<file path="config.mk">
export PLATFORM = sky130hd
export DESIGN_NAME = axi_rd_arb
export DESIGN_NICKNAME = d
export VERILOG_FILES = /design/src/rtl/axi_rd_arb.sv
export SDC_FILE = /design/constraint.sdc
export NUM_CORES = 1
export LEC_CHECK = 0
export ABC_AREA = 1
export CORE_AREA = 2 2 595 597
export DETAILED_ROUTE_END_ITERATION = 10
export DIE_AREA = 0 0 597 599
export PLACE_DENSITY_LB_ADDON = 0.1
export SLEW_MARGIN = 0
export SYNTH_ARGS = -nofsm -noshare
export SYNTH_HDL_FRONTEND = slang
export SYNTH_SLANG_ARGS = --single-unit
</file>
<file path="constraint.sdc">
create_clock -name clk -period 8.5 [get_ports clk]
set_clock_uncertainty 0.2 [all_clocks]
set_input_delay 2.55 -clock clk [delete_from_list [all_inputs] [get_ports clk]]
set_output_delay 2.55 -clock clk [all_outputs]
set_load 0.02 [all_outputs]
</file>
<file path="src/rtl/axi_rd_arb.sv">
// Four-source AXI read-address arbiter with a one-entry AR register, per-source
// outstanding-burst limits and ID-routed R return. Optional macro AXI_RD_ARB_QOS_EN gives source 0 strict priority.
module axi_rd_arb #(
    parameter int NUM_SRC  = 4,
    parameter int MAX_OUTS = 16
) (
    input  logic                      clk,
    input  logic                      rst,
    input  logic [NUM_SRC-1:0]        s_arvalid,
    output logic [NUM_SRC-1:0]        s_arready,
    input  logic [NUM_SRC-1:0][15:0]  s_arid,
    input  logic [NUM_SRC-1:0][63:0]  s_araddr,
    input  logic [NUM_SRC-1:0][7:0]   s_arlen,
    input  logic [NUM_SRC-1:0][2:0]   s_arsize,
    output logic [NUM_SRC-1:0]        s_rvalid,
    input  logic [NUM_SRC-1:0]        s_rready,
    output logic [15:0]               s_rid,
    output logic [511:0]              s_rdata,
    output logic [1:0]                s_rresp,
    output logic                      s_rlast,
    output logic                      m_arvalid,
    input  logic                      m_arready,
    output logic [15:0]               m_arid,
    output logic [63:0]               m_araddr,
    output logic [7:0]                m_arlen,
    output logic [2:0]                m_arsize,
    input  logic                      m_rvalid,
    output logic                      m_rready,
    input  logic [15:0]               m_rid,
    input  logic [511:0]              m_rdata,
    input  logic [1:0]                m_rresp,
    input  logic                      m_rlast,
    output logic                      err_underflow
);

    logic                 ready_q;
    logic [1:0]           rr_ptr;
    logic [5:0]           outs [NUM_SRC];
    logic [NUM_SRC-1:0]   eligible;
    logic [NUM_SRC-1:0]   inc_vec;
    logic [NUM_SRC-1:0]   dec_vec;
    logic                 loadable;
    logic                 grant_any;
    logic                 grant;
    logic [1:0]           winner;
    logic [1:0]           idx;
    logic [1:0]           r_src;
    logic                 rbeat_last;
    logic                 unused_arid_hi;

    assign unused_arid_hi = ^{s_arid[0][15:14], s_arid[1][15:14],
                              s_arid[2][15:14], s_arid[3][15:14]};

    always_comb begin
        for (int i = 0; i < NUM_SRC; i++)
            eligible[i] = s_arvalid[i] && (outs[i] < 6'(MAX_OUTS));
    end

    // ready_q holds off grants until the second edge after reset release
    assign loadable = ready_q && (!m_arvalid || m_arready);

    always_comb begin
        grant_any = 1'b0;
        winner    = 2'd0;
        idx       = 2'd0;
`ifdef AXI_RD_ARB_QOS_EN
        if (eligible[0]) begin
            grant_any = 1'b1;
            winner    = 2'd0;
        end else begin
            for (int k = 0; k < 4; k++) begin
                idx = rr_ptr + 2'(k);
                if (!grant_any && idx != 2'd0 && eligible[idx]) begin
                    grant_any = 1'b1;
                    winner    = idx;
                end
            end
        end
`else
        for (int k = 0; k < 4; k++) begin
            idx = rr_ptr + 2'(k);
            if (!grant_any && eligible[idx]) begin
                grant_any = 1'b1;
                winner    = idx;
            end
        end
`endif
    end

    assign grant = loadable && grant_any;

    always_comb begin
        s_arready         = '0;
        s_arready[winner] = grant;
    end

    assign r_src      = m_rid[15:14];
    assign m_rready   = s_rready[r_src];
    assign s_rid      = {2'b00, m_rid[13:0]};
    assign s_rdata    = m_rdata;
    assign s_rresp    = m_rresp;
    assign s_rlast    = m_rlast;
    assign rbeat_last = m_rvalid && m_rready && m_rlast;

    always_comb begin
        s_rvalid        = '0;
        s_rvalid[r_src] = m_rvalid;
    end

    always_comb begin
        for (int i = 0; i < NUM_SRC; i++) begin
            inc_vec[i] = grant && (winner == 2'(i));
            dec_vec[i] = rbeat_last && (r_src == 2'(i));
        end
    end

    always_ff @(posedge clk or posedge rst) begin
        if (rst) begin
            ready_q       <= 1'b0;
            rr_ptr        <= 2'd0;
            m_arvalid     <= 1'b0;
            m_arid        <= '0;
            m_araddr      <= '0;
            m_arlen       <= '0;
            m_arsize      <= '0;
            err_underflow <= 1'b0;
            for (int i = 0; i < NUM_SRC; i++) outs[i] <= '0;
        end else begin
            ready_q <= 1'b1;
            if (grant) begin
                m_arvalid <= 1'b1;
                m_arid    <= {winner, s_arid[winner][13:0]};
                m_araddr  <= s_araddr[winner];
                m_arlen   <= s_arlen[winner];
                m_arsize  <= s_arsize[winner];
                rr_ptr    <= winner + 2'd1;
            end else if (m_arready) begin
                m_arvalid <= 1'b0;
            end
            for (int i = 0; i < NUM_SRC; i++) begin
                if (inc_vec[i] && !dec_vec[i])
                    outs[i] <= outs[i] + 6'd1;
                else if (dec_vec[i] && !inc_vec[i] && outs[i] != 6'd0)
                    outs[i] <= outs[i] - 6'd1;
                // a last beat with nothing outstanding is a protocol error
                if (dec_vec[i] && outs[i] == 6'd0)
                    err_underflow <= 1'b1;
            end
        end
    end

endmodule
</file>
Yosys cells after proc, flatten, opt, wreduce, memory -nomap -nowiden
Index checks and enable logic that the tools add are counted.

storage, ports and cells
  register bits after elaboration = 120
  output and inout bits = 633
  word-level logic and storage cells = 154

cells by class
  add/sub/neg operators = 12
  $lt $le $gt $ge = 12
  eq/ne operators = 6
  mux-type cells = 44
  bitwise gates (word level) = 2
  reduce and logical (&&, ||, !) cells = 66

operator list
  operator               number
  $bmux W64 S2           1
  $mux W64               1
  $mux W6                8
  $logic_and A1 B1 Y1    37
  $bmux W16 S2           1
  $add A6 B1 Y6 const B  4
  $logic_not A6 Y1       4
  $lt A6 B5 Y1 const B   4
  $reduce_bool A6 Y1     4
  $sub A6 B1 Y6 const B  4
  $lt A2 B3 Y1 const B   6
  $mux W1                17
  $bmux W8 S2            1
  $mux W14               1
  $logic_not A1 Y1       12
  $bmux W1 S2            5
  $reduce_bool A2 Y1     5
  $and A4 B4 Y4          2
  $eq A2 B2 Y1 const B   4
  $mux W2                4
  $mux W8                1
  $bmux W3 S2            1
  $add A2 B1 Y2 const B  2
  $add A2 B2 Y2 const B  2
  other kinds (7)        11

Longest topological paths before layout
Gate-level depths: netlist of run 1.

  depth after elaboration = 21
  depth in mapped cells = 24
  gate-level depth less buffers = 22

Worst setup path after synthesis of run 1
OpenSTA, ideal clock, no wires.

  path kind = input-to-output
  start = input port s_arvalid[1]
  end = output port s_arready[2]
  data arrival time = 3686 ps
  data required time = 5750 ps
  slack = 2064 ps
  stages on the path = 11
  cells stage by stage = nand3_1 nand3_2 nand2_4 nand2_2 nor2_4 nand3_4 nand2_8 nand2_2 inv_4 nand2_1 inv_1

on the way
  longest elaborated chain between the ends = 18
  elaborated cells between the ends (all ways) = 30
  those cells by class = order compare: 2; mux: 18; bitwise: 1; reduce/logical: 9

ends and longest elaborated chain
  element                                                                    RTL line  RTL
  from (decl)                                                                9         input logic [NUM_SRC-1:0] s_arvalid,
  $logic_and A1 B1 Y1 *                                                      56        eligible[i] = s_arvalid[i] && (outs[i] < 6'(MAX_OUTS));
  $bmux W1 S2                                                                82        if (!grant_any && eligible[idx]) begin
  $mux W1 (not written as such)                                              82
  $mux W1                                                                    82
  $logic_not A1 Y1                                                           82
  $logic_and A1 B1 Y1                                                        82
  $mux W1                                                                    82
  $logic_not A1 Y1                                                           82
  [2 not listed]                                                             --
  $logic_not A1 Y1                                                           82
  $logic_and A1 B1 Y1                                                        82
  $mux W2                                                                    82
  $lt A2 B3 Y1 (not written as such) / $ge A2 B1 Y1 (equally long branches)  94        s_arready[winner] = grant;
  $logic_and A1 B1 Y1 (not written as such)                                  94
  $mux W1 (not written as such)                                              94
  $demux W1 S2                                                               94
  $and A4 B4 Y4 (no source line) *                                           --
  to (decl)                                                                  10        output logic [NUM_SRC-1:0] s_arready,

Every way passes the cells marked *; elsewhere a longest branch is shown, timed or not. The select of a mux whose other input is x is not followed.

Final worst setup path of run 1
Same ends and word-level chain as after synthesis.

==> impl_metrics.py, run 1 <==
metrics = {
    "run_status": {
        "status": "finished clean",
    },
    "timing": {
        "setup_viol": 0,
        "grt_setup_unrepaired": "false",
        "period_needed_ns": 7.930,
        "fmax_mhz": 126.1,
        "period_share_pct": 93.29,
        "slew-limit-headroom_pct": 39.23,
        "setup-tns-final_ns": 0,
        "finalHoldViolations": 0,
        "drv_slew": 0,
        "tightest_slew_ns": 0.9116,
    },
    "worst_setup_path": {
        "end_kind": "primary output",
        "slowest_delay_ns": 0.66,
        "reg2reg_depth": 21,
        "cp_cell_sequence": "clkdlybuf4s50_1 -> nand3_1 -> nand3_2 -> nand2_4 -> nand3_1 -> nand3_1 -> nand2_4 -> nand2_2 -> inv_6 -> nand2_1 -> inv_1 -> clkdlybuf4s50_1",
        "cp.depth": 12,
        "critical_path.max_fanout": 7,
        "path_buf_inv": 4,
        "cp_top_family": "buffers and inverters",
        "startpoint_type": "input pin",
        "r2r_start": "rr_ptr[0]$_DFFE_PP0P_",
        "path_class": "in -> out",
        "critPathArrivalTime_ns": 5.18,
        "reg2reg_slack_ns": 3.80,
        "crit_path_end": "s_arready[2]",
        "critPathSlowestCell": "clkdlybuf4s50_1",
        "worstReg2RegEnd": "outs[5]$_DFFE_PP0P_",
        "cp-startpoint": "s_arvalid[1]",
        "crit_top_cell": "nand3_1",
        "worstPathRequired_ns": 5.75,
    },
    "logic_synthesis": {
        "synth_edf_count": 0,
        "syn-instance-count": 1741,
        "syn-cell-area_mm2": 0.01208,
        "synth_xor_area_share_pct": 0.9426,
        "postSynthAreaPerCell_um2": 6.938,
        "ys_async_sr_fraction_pct": 100.0,
        "yosys_warnings": 0,
        "synth_top_family_by_area": "buffers and inverters",
        "ys_seq_area_share_pct": 24.86,
        "synthAdderAreaFrac_pct": 2.424,
        "synth_simple_gate_area_share_pct": 33.41,
        "muxShareOfSynthArea_pct": 0,
        "synthFlopType": "dfrtp_1",
        "synth_compound_gate_area_share_pct": 1.202,
        "ys_seq_elements": 120,
        "synth_cell_types": 35,
    },
    "clocking": {
        "cts-htree-levels": 4,
        "tritoncts": "built",
        "cts_root_buffer": "clkbuf_16",
        "post_cts_resized": 0,
        "cts_buffers": 21,
        "post_cts_buffers": 0,
        "clk_path_buf_depth": 3,
        "cts.sinks": 120,
        "worstSkewPairLatency_ns": 0.58,
        "clk_pin_slew_worst_paths_ns": 0.06,
        "hold_buffers": 0,
    },
    "pwr": {
        "cell_internal_pwr_w": 0.002899,
        "power_frac_clock_pct": 13.5,
        "p_comb_share_pct": 71.6,
        "ir_drop_mv": 0.2460,
        "seqPwrFrac_pct": 14.9,
        "power_density_mw_per_mm2": 374.7,
        "finalPower_w": 0.007165,
        "leakagePower_nw": 6.306,
        "p_sw_share_pct": 59.54,
        "p_sw_w": 0.004266,
    },
    "floorplan": {
        "coreArea_mm2": 0.3513,
        "io_pins": 1540,
        "die_area_mm2": 0.3576,
        "rows": 218,
        "chipHeight_um": 599,
        "die_x_um": 597,
        "initial_core_util_pct": 3.438,
    },
    "grt": {
        "grt_first_pass_wirelength_um": 189200,
        "gr-total-overflow": 0,
        "antenna_found_initial": 24,
        "grt_pass1_vias": 12123,
        "grt_max_degree": 89,
        "track_usage_pct": 8.733,
    },
    "layout": {
        "final_area_mm2": 0.01912,
        "nets": 2594,
        "drive_above_1_share_pct": 5.731,
        "fillers": 41684,
        "syn_to_final_growth_pct": 58.30,
    },
    "detailed_routing": {
        "drtAntennaViolNets": 0,
        "wl_per_cell_um": 25.86,
        "drt_iter0_drc": 446,
        "dr.pass1.iters": 4,
        "vias_per_cell": 1.785,
        "vias": 11249,
        "drt-total-wl_um": 162900,
        "drc": 0,
    },
    "placed_design": {
        "dp_hpwl_um": 140300,
        "port_buffers": 473,
        "gp_congestion": 0.7275,
        "dpl-instance-area_mm2": 0.01848,
    },
    "worst_hold_path": {
        "hold_path.class": "reg -> reg",
    },
    "job": {
        "maxCapViolCount": 0,
    },
}
[cell type report]
cell class / instances / area, um2 / share of cell area (%)
well taps: 4620 / 5781 / 30.23
repair buffers: 491 / 4907 / 25.66
multi-input cells: 991 / 4612 / 24.12
flip-flops and latches: 120 / 3003 / 15.70
clock buffers: 26 / 564.3 / 2.951
inverters: 41 / 181.4 / 0.9488
clock inverters: 6 / 57.56 / 0.3010
diodes: 6 / 15.01 / 0.07852
[cells by family (layout without fill, tap and decap cells)]
group | count (synthesis) | after routing
adder cells (fa/ha/maj) | 21 | 21
AND/OR/NAND/NOR | 926 | 926
XOR/XNOR | 13 | 13
buffers and inverters | 631 | 564
other | 2 | 9
flip-flops | 120 | 120
AO/OA/AOI/OAI | 28 | 28
[Yosys cell counts, types with 2 or more instances]
| master | count | share of area, % |
|---|---|---|
| xor2_1 | 12 | 0.87 |
| ha_1 | 17 | 1.8 |
| nand2_1 | 721 | 22 |
| nor2_1 | 18 | 0.56 |
| nand3_1 | 48 | 2.0 |
| dfrtp_1 | 120 | 25 |
| buf_4 | 534 | 33 |
| buf_2 | 35 | 1.5 |
| buf_6 | 7 | 0.65 |
| inv_4 | 2 | 0.10 |
| inv_1 | 36 | 1.1 |
| nor2_4 | 5 | 0.47 |
| buf_1 | 2 | 0.062 |
| a21oi_1 | 19 | 0.79 |
| fa_1 | 4 | 0.66 |
| nand2_4 | 5 | 0.47 |
| nor2_2 | 3 | 0.16 |
| nand4_1 | 95 | 4.9 |
| inv_2 | 2 | 0.062 |
| o22ai_1 | 2 | 0.10 |
| o21ai_1 | 3 | 0.12 |
| nand2_2 | 16 | 0.83 |
| conb_1 | 2 | 0.062 |
| clkbuf_1 | 12 | 0.37 |
| nand3_2 | 8 | 0.66 |
| nand3_4 | 2 | 0.29 |
| o21ai_0 | 3 | 0.12 |
[power groups by stage]
stage | sequential, W | combinational [W] | clock, W
after floorplan | 0.00127 | 0.00288 | 0
after global placement | 0.00109 | 0.00554 | 0
after detailed placement | 0.00108 | 0.00550 | 0
after CTS | 0.00108 | 0.00552 | 0.00109
after global routing | 0.00111 | 0.00578 | 0.00108
final | 0.00107 | 0.00513 | 0.000966
[worst min path at each step]
stage,endpoint,startpoint,cells after the start,slack [ns]
4_1_cts,m_arid[1]$_DFFE_PP0P_,m_arid[1]$_DFFE_PP0P_,2,0.28
3_3_place_gp,m_araddr[13]$_DFFE_PP0P_,m_araddr[13]$_DFFE_PP0P_,2,0.26
6_report,m_arid[1]$_DFFE_PP0P_,m_arid[1]$_DFFE_PP0P_,2,0.28
2_1_floorplan,outs[14]$_DFFE_PP0P_,outs[14]$_DFFE_PP0P_,2,0.27
3_5_place_dp,m_araddr[11]$_DFFE_PP0P_,m_araddr[11]$_DFFE_PP0P_,2,0.27
5_1_grt,m_araddr[35]$_DFFE_PP0P_,m_araddr[35]$_DFFE_PP0P_,2,0.30
[per-layer routing]
layer	GRT usage [%]	vias to the layer above	routed length (um)
met5	0.5882	-	340
met4	5.668	12	11590
met3	9.626	365	39280
met2	14.30	1120	75410
met1	5.552	4971	36330
li1	-	4781	-
[through the flow]
step | utilization (%) | setup slack (ns) | hold WS (ns) | cells
global route | 5.439 | 0.4594 | 0.2964 | 6296
detailed placement | 5.261 | 0.5404 | 0.2657 | 6263
CTS | 5.438 | 0.5372 | 0.2832 | 6295
floorplan | - | 2.064 | 0.2704 | 1742
global placement | 5.261 | 0.5188 | 0.2621 | 6263
finish | 5.443 | 0.5702 | 0.2819 | 6301
[worst min-delay path, cell delays in order (launching register included)]
cell and delay, ns:
dfrtp_1 0.34, nand2_1 0.05, nand2_1 0.06
[registers in the layout, summed over array words and instances (netlist names), 2 cells and up]
register / cells
m_araddr: 64
m_arid: 16
m_arlen: 8
m_arsize: 3
outs: 24
rr_ptr: 2
[placed cells by master, fill, tap and decap left out, types with 3 or more instances in the layout]
cell type          n
nand4_1           95
clkbuf_1           3
clkdlybuf4s50_1  473
nand2_4            5
nand3_2            8
clkinv_2           4
nor2_4             5
conb_1             3
buf_4             15
o21ai_0            3
dfrtp_1          120
o21ai_1            3
diode_2            6
nand3_1           48
ha_1              17
buf_12             3
clkbuf_16         21
inv_1             35
nand2_2           15
nor2_2             3
xor2_1            12
a21oi_1           19
nor2_1            18
nand2_1          721
fa_1               4
No activity file was read; power rests on OpenSTA's default activity.
==> inputs of run 2 (changes only) <==
GPL_TIMING_DRIVEN = 1   (was unset)
RECOVER_POWER = 50   (was unset)
==> run 2 against run 1 <==
Against the previous run: the flow now finishes with violations (max-capacitance violations, max-slew violations); total power fell by 1.4%; non-clock buffer count unchanged; combinational power down 2%.
==> impl_metrics.py, run 2 (same netlist as run 1, synthesis figures left out) <==
metrics = {
    "worst_setup_path": {
        "critical_path.max_fanout": 6,
        "end_kind": "primary output",
        "cp-startpoint": "s_arvalid[1]",
        "critPathArrivalTime_ns": 5.30,
        "worstPathRequired_ns": 5.75,
        "path_class": "in -> out",
        "r2r_start": "rr_ptr[0]$_DFFE_PP0P_",
        "startpoint_type": "input pin",
    },
    "detailed_routing": {
        "drtAntennaViolNets": 0,
        "wl_per_cell_um": 25.89,
        "drc": 0,
        "vias": 11235,
        "drt-total-wl_um": 163100,
        "dr.pass1.iters": 4,
        "drt_iter0_drc": 434,
        "vias_per_cell": 1.783,
    },
    "timing": {
        "setup-tns-final_ns": 0,
        "tightest_slew_ns": 3.539,
        "finalHoldViolations": 0,
        "grt_setup_unrepaired": "false",
        "period_needed_ns": 8.053,
        "fmax_mhz": 124.2,
        "slew-limit-headroom_pct": -135.9,
        "drv_slew": 151,
        "period_share_pct": 94.74,
        "setup_viol": 0,
    },
    "layout": {
        "mostFrequentLayoutCells": "722 x nand2_1, 378 x clkdlybuf4s50_1, 120 x dfrtp_1",
        "ff_latch_area_mm2": 0.003003,
        "fillers": 41697,
        "multiInputGateArea_mm2": 0.004568,
        "regMostFlops": "m_araddr",
        "top_regs": "m_araddr (64), outs (24), m_arid (16)",
        "final_area_mm2": 0.01905,
        "syn_to_final_growth_pct": 57.71,
        "nets": 2594,
        "drive_above_1_share_pct": 5.254,
        "fin_util_pct": 5.422,
        "largest_register_ffs": 64,
        "final_common_cell": "nand2_1",
    },
    "clocking": {
        "post_cts_resized": 0,
        "clk_path_buf_depth": 3,
        "cts.sinks": 120,
        "cts_root_buffer": "clkbuf_16",
        "cts_buffers": 21,
        "hold_buffers": 0,
        "tritoncts": "built",
        "cts-htree-levels": 4,
        "clk_pin_slew_worst_paths_ns": 0.05,
        "post_cts_buffers": 0,
        "worstSkewPairLatency_ns": 0.58,
    },
    "pwr": {
        "power_density_mw_per_mm2": 371.0,
        "ir_drop_mv": 0.2462,
        "leakagePower_nw": 6.405,
    },
    "floorplan": {
        "chipHeight_um": 599,
        "die_x_um": 597,
        "rows": 218,
        "die_area_mm2": 0.3576,
        "initial_core_util_pct": 3.438,
        "coreArea_mm2": 0.3513,
        "io_pins": 1540,
    },
    "run_status": {
        "violations": "max-capacitance violations, max-slew violations",
        "status": "finished, violations left",
    },
    "worst_hold_path": {
        "min-delay-start": "m_araddr[54]$_DFFE_PP0P_",
        "hold_path.class": "reg -> reg",
    },
    "grt": {
        "grt_max_degree": 89,
        "grt_first_pass_wirelength_um": 189200,
        "antenna_found_initial": 24,
        "gr-total-overflow": 0,
        "grt_pass1_vias": 12123,
        "track_usage_pct": 8.733,
    },
    "job": {
        "maxCapViolCount": 3,
    },
    "placed_design": {
        "dpl-instance-area_mm2": 0.01848,
        "gp_congestion": 0.7275,
        "port_buffers": 473,
        "dp_hpwl_um": 140300,
    },
}
## run 2: final cells by class
class / instances / area share (%)
antenna: 5 / 0.06568
clock buffer: 26 / 2.962
clock inverter: 6 / 0.3021
inverter: 41 / 0.9195
multi-input combinational: 991 / 23.98
sequential: 120 / 15.76
tap: 4620 / 30.34
timing repair buffer: 491 / 25.66
## run 2: per-layer routing
metal	global-route usage (%)	vias up	wire length, um
met3	9.626	365	39300
met2	14.30	1118	75550
met1	5.552	4955	36330
met4	5.668	12	11600
met5	0.5882	-	339
li1	-	4785	-
## run 2: stage by stage
step	total power [W]	setup WS (ns)	hold WS [ns]	instances
finish	0.007067	0.4469	0.2754	6300
CTS	0.007689	0.5372	0.2832	6295
global placement	0.006624	0.5188	0.2621	6263
global route	0.007870	0.2581	0.2914	6296
detailed placement	0.006577	0.5404	0.2657	6263
floorplan	0.004147	2.064	0.2704	1742
## run 2: report_power, final
part / leakage [nW] / switching (W) / internal [W]
clock: 0.307 / 0.000465 / 0.000502
combinational: 4.60 / 0.00358 / 0.00147
sequential: 1.50 / 0.000197 / 0.000858
## run 2: path summary, 6_finish.rpt
| path | end | slack (ns) | depth (start not counted) |
|---|---|---|---|
| min | m_araddr[54]$_DFFE_PP0P_ | 0.28 | 2 |
| max | s_arready[1] | 0.45 | 11 |
| max reg2reg | m_arlen[2]$_DFFE_PP0P_ | 2.95 | 16 |
| max in group asynchronous | m_araddr[40]$_DFFE_PP0P_ | 3.38 | 3 |
| min reg2reg | m_araddr[54]$_DFFE_PP0P_ | 0.28 | 2 |
| min in group asynchronous | m_araddr[1]$_DFFE_PP0P_ | 3.04 | 2 |
## run 2: critical path: stages
cell	delay, ns
clkdlybuf4s50_1	0.44
nand3_1	0.19
nand3_1	0.18
nand2_4	0.13
nand2_2	0.08
nor2_1	0.36
nand3_1	0.12
nand2_1	0.33
nand2_1	0.18
inv_1	0.08
clkdlybuf4s50_1	0.65
==> inputs of run 3 (changes only) <==
SKIP_CTS_REPAIR_TIMING = 1   (was unset)
==> results of run 3 <==
The final DEF is identical to that of run 2; final timing and power are the same.
